File: src/rtl/pipe_stall_ctrl.sv
// Pipeline stall controller: merges fetch-wait, load-use and divider hazards into
// the per-stage stall bus, sequences the EX divider and counts stall cycles.
module pipe_stall_ctrl #(
  parameter int DIV_CYCLES = 32
) (
  input  logic        clk,
  input  logic        rst,
  input  logic        if_wait,
  input  logic [4:0]  id_rs,
  input  logic [4:0]  id_rt,
  input  logic        id_use_rs,
  input  logic        id_use_rt,
  input  logic        ex_is_load,
  input  logic        ex_rf_we,
  input  logic [4:0]  ex_rf_waddr,
  input  logic        ex_div,
  input  logic        perf_clr,
  output logic [5:0]  stall,
  output logic        div_go,
  output logic        div_busy,
  output logic        div_done,
  output logic [31:0] stall_cnt,
  output logic [15:0] loaduse_cnt
);

  typedef enum logic [1:0] {IDLE, RUN, DONE} state_t;

  state_t      r_state;
  state_t      w_stateNext;
  logic [5:0]  r_cnt;
  logic [5:0]  w_cntNext;
  logic        r_busy;
  logic [31:0] r_stallCnt;
  logic [15:0] r_luCnt;

  logic        w_divGo;
  logic        w_divDone;
  logic        w_divStall;
  logic        w_loadUse;
  logic        w_luSel;
  logic [5:0]  w_stall;

  // RUN leaves for DONE on the cycle the count reaches zero, giving DIV_CYCLES stall cycles in total.
  always_comb begin
    w_stateNext = r_state;
    w_cntNext   = r_cnt;
    w_divGo     = 1'b0;
    w_divDone   = 1'b0;
    w_divStall  = 1'b0;
    case (r_state)
      IDLE: begin
        if (ex_div) begin
          w_stateNext = RUN;
          w_cntNext   = 6'(DIV_CYCLES - 1);
          w_divGo     = 1'b1;
          w_divStall  = 1'b1;
        end
      end
      RUN: begin
        w_divStall = 1'b1;
        w_cntNext  = r_cnt - 6'd1;
        if (w_cntNext == 6'd0) begin
          w_stateNext = DONE;
        end
      end
      DONE: begin
        w_divDone   = 1'b1;
        w_stateNext = IDLE;
      end
      default: begin
        w_stateNext = IDLE;
      end
    endcase
    if (rst) begin
      w_divGo    = 1'b0;
      w_divDone  = 1'b0;
      w_divStall = 1'b0;
    end
  end

  always_comb begin
    w_loadUse = ex_is_load && ex_rf_we && (ex_rf_waddr != 5'd0) &&
                ((id_use_rs && (id_rs == ex_rf_waddr)) ||
                 (id_use_rt && (id_rt == ex_rf_waddr)));
    w_luSel   = 1'b0;
    w_stall   = 6'b000000;
    if (rst) begin
      w_stall = 6'b000000;
    end else if (w_divStall) begin
      w_stall = 6'b001111;
    end else if (w_loadUse) begin
      w_stall = 6'b000111;
      w_luSel = 1'b1;
    end else if (if_wait) begin
      w_stall = 6'b000011;
    end
  end

  always_ff @(posedge clk) begin
    if (rst) begin
      r_state <= IDLE;
      r_cnt   <= 6'd0;
      r_busy  <= 1'b0;
    end else begin
      r_state <= w_stateNext;
      r_cnt   <= w_cntNext;
      r_busy  <= (w_stateNext != IDLE);
    end
  end

  // Clear wins over increment; load-use count sticks at all-ones.
  always_ff @(posedge clk) begin
    if (rst || perf_clr) begin
      r_stallCnt <= 32'd0;
      r_luCnt    <= 16'd0;
    end else begin
      if (w_stall != 6'd0) begin
        r_stallCnt <= r_stallCnt + 32'd1;
      end
      if (w_luSel && (r_luCnt != 16'hFFFF)) begin
        r_luCnt <= r_luCnt + 16'd1;
      end
    end
  end

  assign stall       = w_stall;
  assign div_go      = w_divGo;
  assign div_done    = w_divDone;
  assign div_busy    = r_busy;
  assign stall_cnt   = r_stallCnt;
  assign loaduse_cnt = r_luCnt;

endmodule

File: config.mk
export PLATFORM = sky130hd
export DESIGN_NAME = pipe_stall_ctrl
export DESIGN_NICKNAME = d
export VERILOG_FILES = /design/src/rtl/pipe_stall_ctrl.sv
export SDC_FILE = /design/constraint.sdc
export NUM_CORES = 1
export LEC_CHECK = 0
export BUFFER_PORTS_ARGS = -buffer_cell sky130_fd_sc_hd__buf_4
export CORE_MARGIN = 3
export CORE_UTILIZATION = 57
export CTS_CLUSTER_DIAMETER = 40
export DETAILED_ROUTE_END_ITERATION = 7
export GPL_TIMING_DRIVEN = 0
export PLACE_DENSITY_LB_ADDON = 0.05
export SYNTH_ARGS = -nofsm -noshare
export SYNTH_HDL_FRONTEND = slang
export SYNTH_SLANG_ARGS = --single-unit
File: constraint.sdc
create_clock -name clk -period 5.9 [get_ports clk]
set_input_delay 0.59 -clock clk [delete_from_list [all_inputs] [get_ports clk]]
set_output_delay 0.59 -clock clk [all_outputs]
set_load 0.05 [all_outputs]
### Word level (Yosys, flattened, before mapping)

Index checks and enable logic that the tools add are counted.

* add/sub/neg operators: 3
* reductions and logical operators: 15
* equality and inequality tests: 6
* muxes and demuxes: 19

Operators by type and width (count)
* 32-bit by 1-bit adder with 32-bit output, second input constant: 1
* 16-bit by 1-bit adder with 16-bit output, second input constant: 1
* 16-bit != test, second input constant: 1
* 6-bit one-hot mux with 2 select lines: 1
* 5-bit == test: 2
* 1-bit 2-to-1 mux: 9
* 4-bit 2-to-1 mux: 2
* 1-bit logical AND: 6
* 6-bit zero test: 1
* 2-bit 2-to-1 mux: 3
* 6-bit 2-to-1 mux: 1
* 6-bit nonzero test: 1
* 6-bit by 1-bit subtractor with 6-bit output, second input constant: 1
* 5-bit nonzero test: 1
* 2-bit one-hot mux with 2 select lines: 1
* 2-bit nonzero test: 2
* 3-bit 2-to-1 mux: 1
* 2-bit by 1-bit == test with 1-bit output, second input constant: 1
* 2-bit == test, second input constant: 1
* 2-bit zero test: 1
* 1-bit logical OR: 2
* 2-bit != test, second input constant: 1
* 1-bit one-hot mux with 2 select lines: 1
* 2-bit AND reduction: 1

* logic and storage cells: 48
* flip-flop bits (word level): 57
* output and inout bits: 57
* input port bits: 24

### Depth between registers and ports, before layout

* word-level depth: 8
* gate-level depth with buffers: 9
* gate-level depth less buffers: 7

### Worst setup path after synthesis

OpenSTA, ideal clock, no wires.

* path kind: input port to output port
* start: input ex_rf_waddr[1]
* end: output stall[1]
* arrival: 2.542 ns
* data required time: 5.310 ns
* slack: 2.768 ns
* path buffers: 3
* cell stages on the path: 8
* path through: xnor2_1 > nand4_1 > o22ai_2 > a211oi_4 > clkbuf_2 > buf_6 > nor2_1 > buf_4

* longest elaborated chain between the ends: 7
* elaborated cells between the ends (all ways): 11
* classes of those cells: eq/ne: 2; mux: 3; reduce/logical: 6

RTL lines
* start, declared: RTL line 15 `input logic [4:0] ex_rf_waddr,`
* 5-bit == test, on equally long branches: RTL line 83, 84
* 1-bit logical AND, on equally long branches: RTL line 83, 84
* 1-bit logical OR: RTL line 83 `((id_use_rs && (id_rs == ex_rf_waddr)) ||`
* 1-bit logical AND (*): RTL line 82 `w_loadUse = ex_is_load && ex_rf_we && (ex_rf_waddr != 5'd0) &&`
* 3-bit 2-to-1 mux (*): RTL line 91 `end else if (w_loadUse) begin`
* 4-bit 2-to-1 mux (*): RTL line 89 `end else if (w_divStall) begin`
* 4-bit 2-to-1 mux (*): RTL line 87 `if (rst) begin`
* end, declared: RTL line 18 `output logic [5:0] stall,`

Mark *: on every way between the ends. The rest lies on a longest branch, timed or not.

### Worst setup path in the final report

* start: input ex_rf_waddr[0]
* end: output stall[1]

The elaborated chain is that of the path after synthesis.

==> impl_results.md <==
- Row count: 26
- Commonest non-fill, non-tap cell in the layout: buf_4
- Crit Path Max Fanout: 10
- Initial antenna violation count: 0
- GRT overflow: 0
- N_diodes: 0
- Layout cells sized above 1: 0.251
- Psw: 0.220 mW
- Layout area overhead: 27.3%
- Global-route wire length before repair: 14000 um
- Synth area leaders: dfxtp_1 (37%), a21oi_1 (7.7%), or3_1 (6.7%)
- Netlist cell types: 52
- CP Data Required Time: 5.31 ns
- Final setup TNS: 0 ns
- Final Setup Violations: 0
- Top cell type's share of synthesized area: 0.372
- Die Wd: 79.4 um
- Register area: 1140 um2
- Cell seen most often among critical-path stages: buf_4
- IO Port Bufs: 78
- EDFF count, synth: 0
- Die height: 79.4 um
- Gates resized, CTS repair: 0
- FF+latch count, synth: 57
- Worst min-delay path category: reg -> reg
- Syn Area/Cell: 8.16 um2
- Fin worst setup slack: 2.77 ns
- Post-Route WL: 8400 um
- Slowest-stage cell, CP: a211oi_4
- Synth Instances: 376
- Crit. End Element: output pin
- Pwr per Cell Area: 207 nW/um2
- Mapped cell area: 3070 um2
- Initial core utilization: 0.593
- RD Place Congestion: 0.886
- Area post-placement: 3740 um2
- Setup Fix Bufs, Post-CTS: 0
- Final Hold Viols: 0
- Cell family with most CP delay: buffers and inverters
- CP cell instances: buf_4, nor3_1, a21oi_1, a211oi_4, clkbuf_2, buf_6, nor2_1, buf_4, buf_4
- Peak VDD IR: 0.166 mV
- Synth Warn #: 0
- Post-Layout Cell Count: 540
- WL per Instance: 15.6 um
- Post-Place Cells: 525
- Layout Utilization: 0.755
- Min Tclk post-route: 3.13 ns
- Max_cap viols: 0
- Most frequent cells in the layout: buf_4 (82), dfxtp_1 (57), a21oi_1 (47)
- Clock buffer depth: 2
- Setup CP Type: in -> out
- Final nets: 494
- CTS tree: yes
- # IOs: 81
- Status: complete, no violations
- Number of global-route vias before repair: 3066
- Fin crit share: 0.531
- Slew Limit Fails: 0
- Hold buffers post-CTS: 0
- Clock insertion delay at the later pin of the skew report: 0.35 ns
- Area of the multi-input gates: 1740 um2
- Max stage delay on crit path: 0.47 ns
- Register area share after synthesis: 0.372
- HPWL Detailed: 6130 um
- Comb pwr share: 0.123
- Vias: 3248
- TritonRoute pass-1 iters: 4
- Fmax: 319 MHz
- Sinks on Clock Net: 57
- Async SR Flop Fraction: 0
- RSZ-0062 raised after global routing: no
- Setup Skew: 0.00945 ns
- DIE AREA: 6300 um2
- Clock root cell: clkbuf_8
- Sequential power share: 0.493
- Gr usage total: 0.279
- CTS H-tree lvls: 3
- Design Area, Final: 3910 um2
- CTS Buf Count: 9
- Leakage: 1.49 nW
- Via density: 6.01
- Core area: 5170 um2
- Place WS: 2.80 ns
- Int Pwr: 0.589 mW
- Setup crit start kind: input port
- Synth Flop Type: dfxtp_1
- Fill cells: 399
- Relative slew slack: 0.577
- Slew @ Worst Pin: 0.632 ns
- Detail Route Antenna Nets: 0
- Initial drt markers: 220
- Largest net degree at the start of global routing: 11
- Net Sw Frac: 0.272
- Leading area contributor after synthesis: dfxtp_1
- Crit path arrival time: 2.54 ns
- Clock network fraction of design power: 0.385
- Worst-path clk slew: 0.06 ns
- DRC: 0
- Worst path buffer plus inverter count: 5
-- final timing paths --
| kind | slack [ns] | cells past startpoint | end | from |
|---|---|---|---|---|
| worst max register to register | 3.56 | 9 | loaduse_cnt[1] | loaduse_cnt[0] |
| worst min-delay path | 0.50 | 2 | loaduse_cnt[9] | loaduse_cnt[9] |
| worst max-delay path | 2.77 | 9 | stall[1] | ex_rf_waddr[0] |
| worst min register to register | 0.50 | 2 | loaduse_cnt[9] | loaduse_cnt[9] |
-- per-stage QoR --
step,power [mW],hold WS (ns)
floorplan,0.471,0.449
global placement,0.502,0.471
detailed placement,0.506,0.491
CTS,0.812,0.500
global route,0.839,0.516
finish,0.809,0.500
-- registers in the layout, indices dropped and copies added (netlist names) --
signal / cells
div_busy: 1
loaduse_cnt: 16
r_cnt: 6
r_state: 2
stall_cnt: 32
-- synthesized netlist by cell type, drive strengths merged (4+ instances only) --
library cell and number:
dfxtp 57, a21oi 47, o21ai 35, or3 33
nand2 27, nand3 21, nor2 19, and3 14
buf 13, clkbuf 12, nand4 12, or4 12
xnor2 10, o31ai 9, and4 7, and2 5
a211oi 4, ha 4, inv 4
-- final cells by class --
| class | instances | area share |
|---|---|---|
| flip-flops and latches | 57 | 0.292 |
| well taps | 70 | 0.0224 |
| clock buffers | 11 | 0.0362 |
| plain buffers | 26 | 0.0439 |
| multi-input cells | 290 | 0.447 |
| repair buffers | 78 | 0.150 |
| inverters | 4 | 0.00384 |
| clock inverters | 4 | 0.00512 |
-- cell families (layout without fill, tap and decap cells) --
logic type / after synthesis / after routing / synth area share
other: 1 / 2 / 0.00122
xor gates and xnor gates: 13 / 13 / 0.0371
and+or+nand+nor: 164 / 164 / 0.308
adders and majority gates: 4 / 4 / 0.0163
AOI/OAI and AO/OA: 104 / 104 / 0.195
muxes: 3 / 3 / 0.00979
DFF: 57 / 57 / 0.372
buffers and inverters: 30 / 123 / 0.0608
-- worst min-delay path: stages (launching register included) --
cell	delay, ns
dfxtp_1	0.32
o21ai_1	0.07
a21oi_1	0.06
-- layer usage --
metal / vias to the layer above / routed length [um] / global-route usage
met5: - / 0 / 0
met4: 0 / 184 / 0.137
met3: 17 / 575 / 0.0408
met2: 123 / 4120 / 0.465
met1: 1536 / 3520 / 0.353
li1: 1572 / - / -
-- power by group through the flow --
stage / clock (mW) / combinational, mW / sequential [mW]
5_1_grt: 0.332 / 0.107 / 0.399
4_1_cts: 0.315 / 0.0991 / 0.398
3_3_place_gp: 0 / 0.0963 / 0.406
3_5_place_dp: 0 / 0.0988 / 0.407
6_report: 0.311 / 0.0992 / 0.399
2_1_floorplan: 0 / 0.0617 / 0.409
Note: power is estimated with default switching activity, not from simulation.
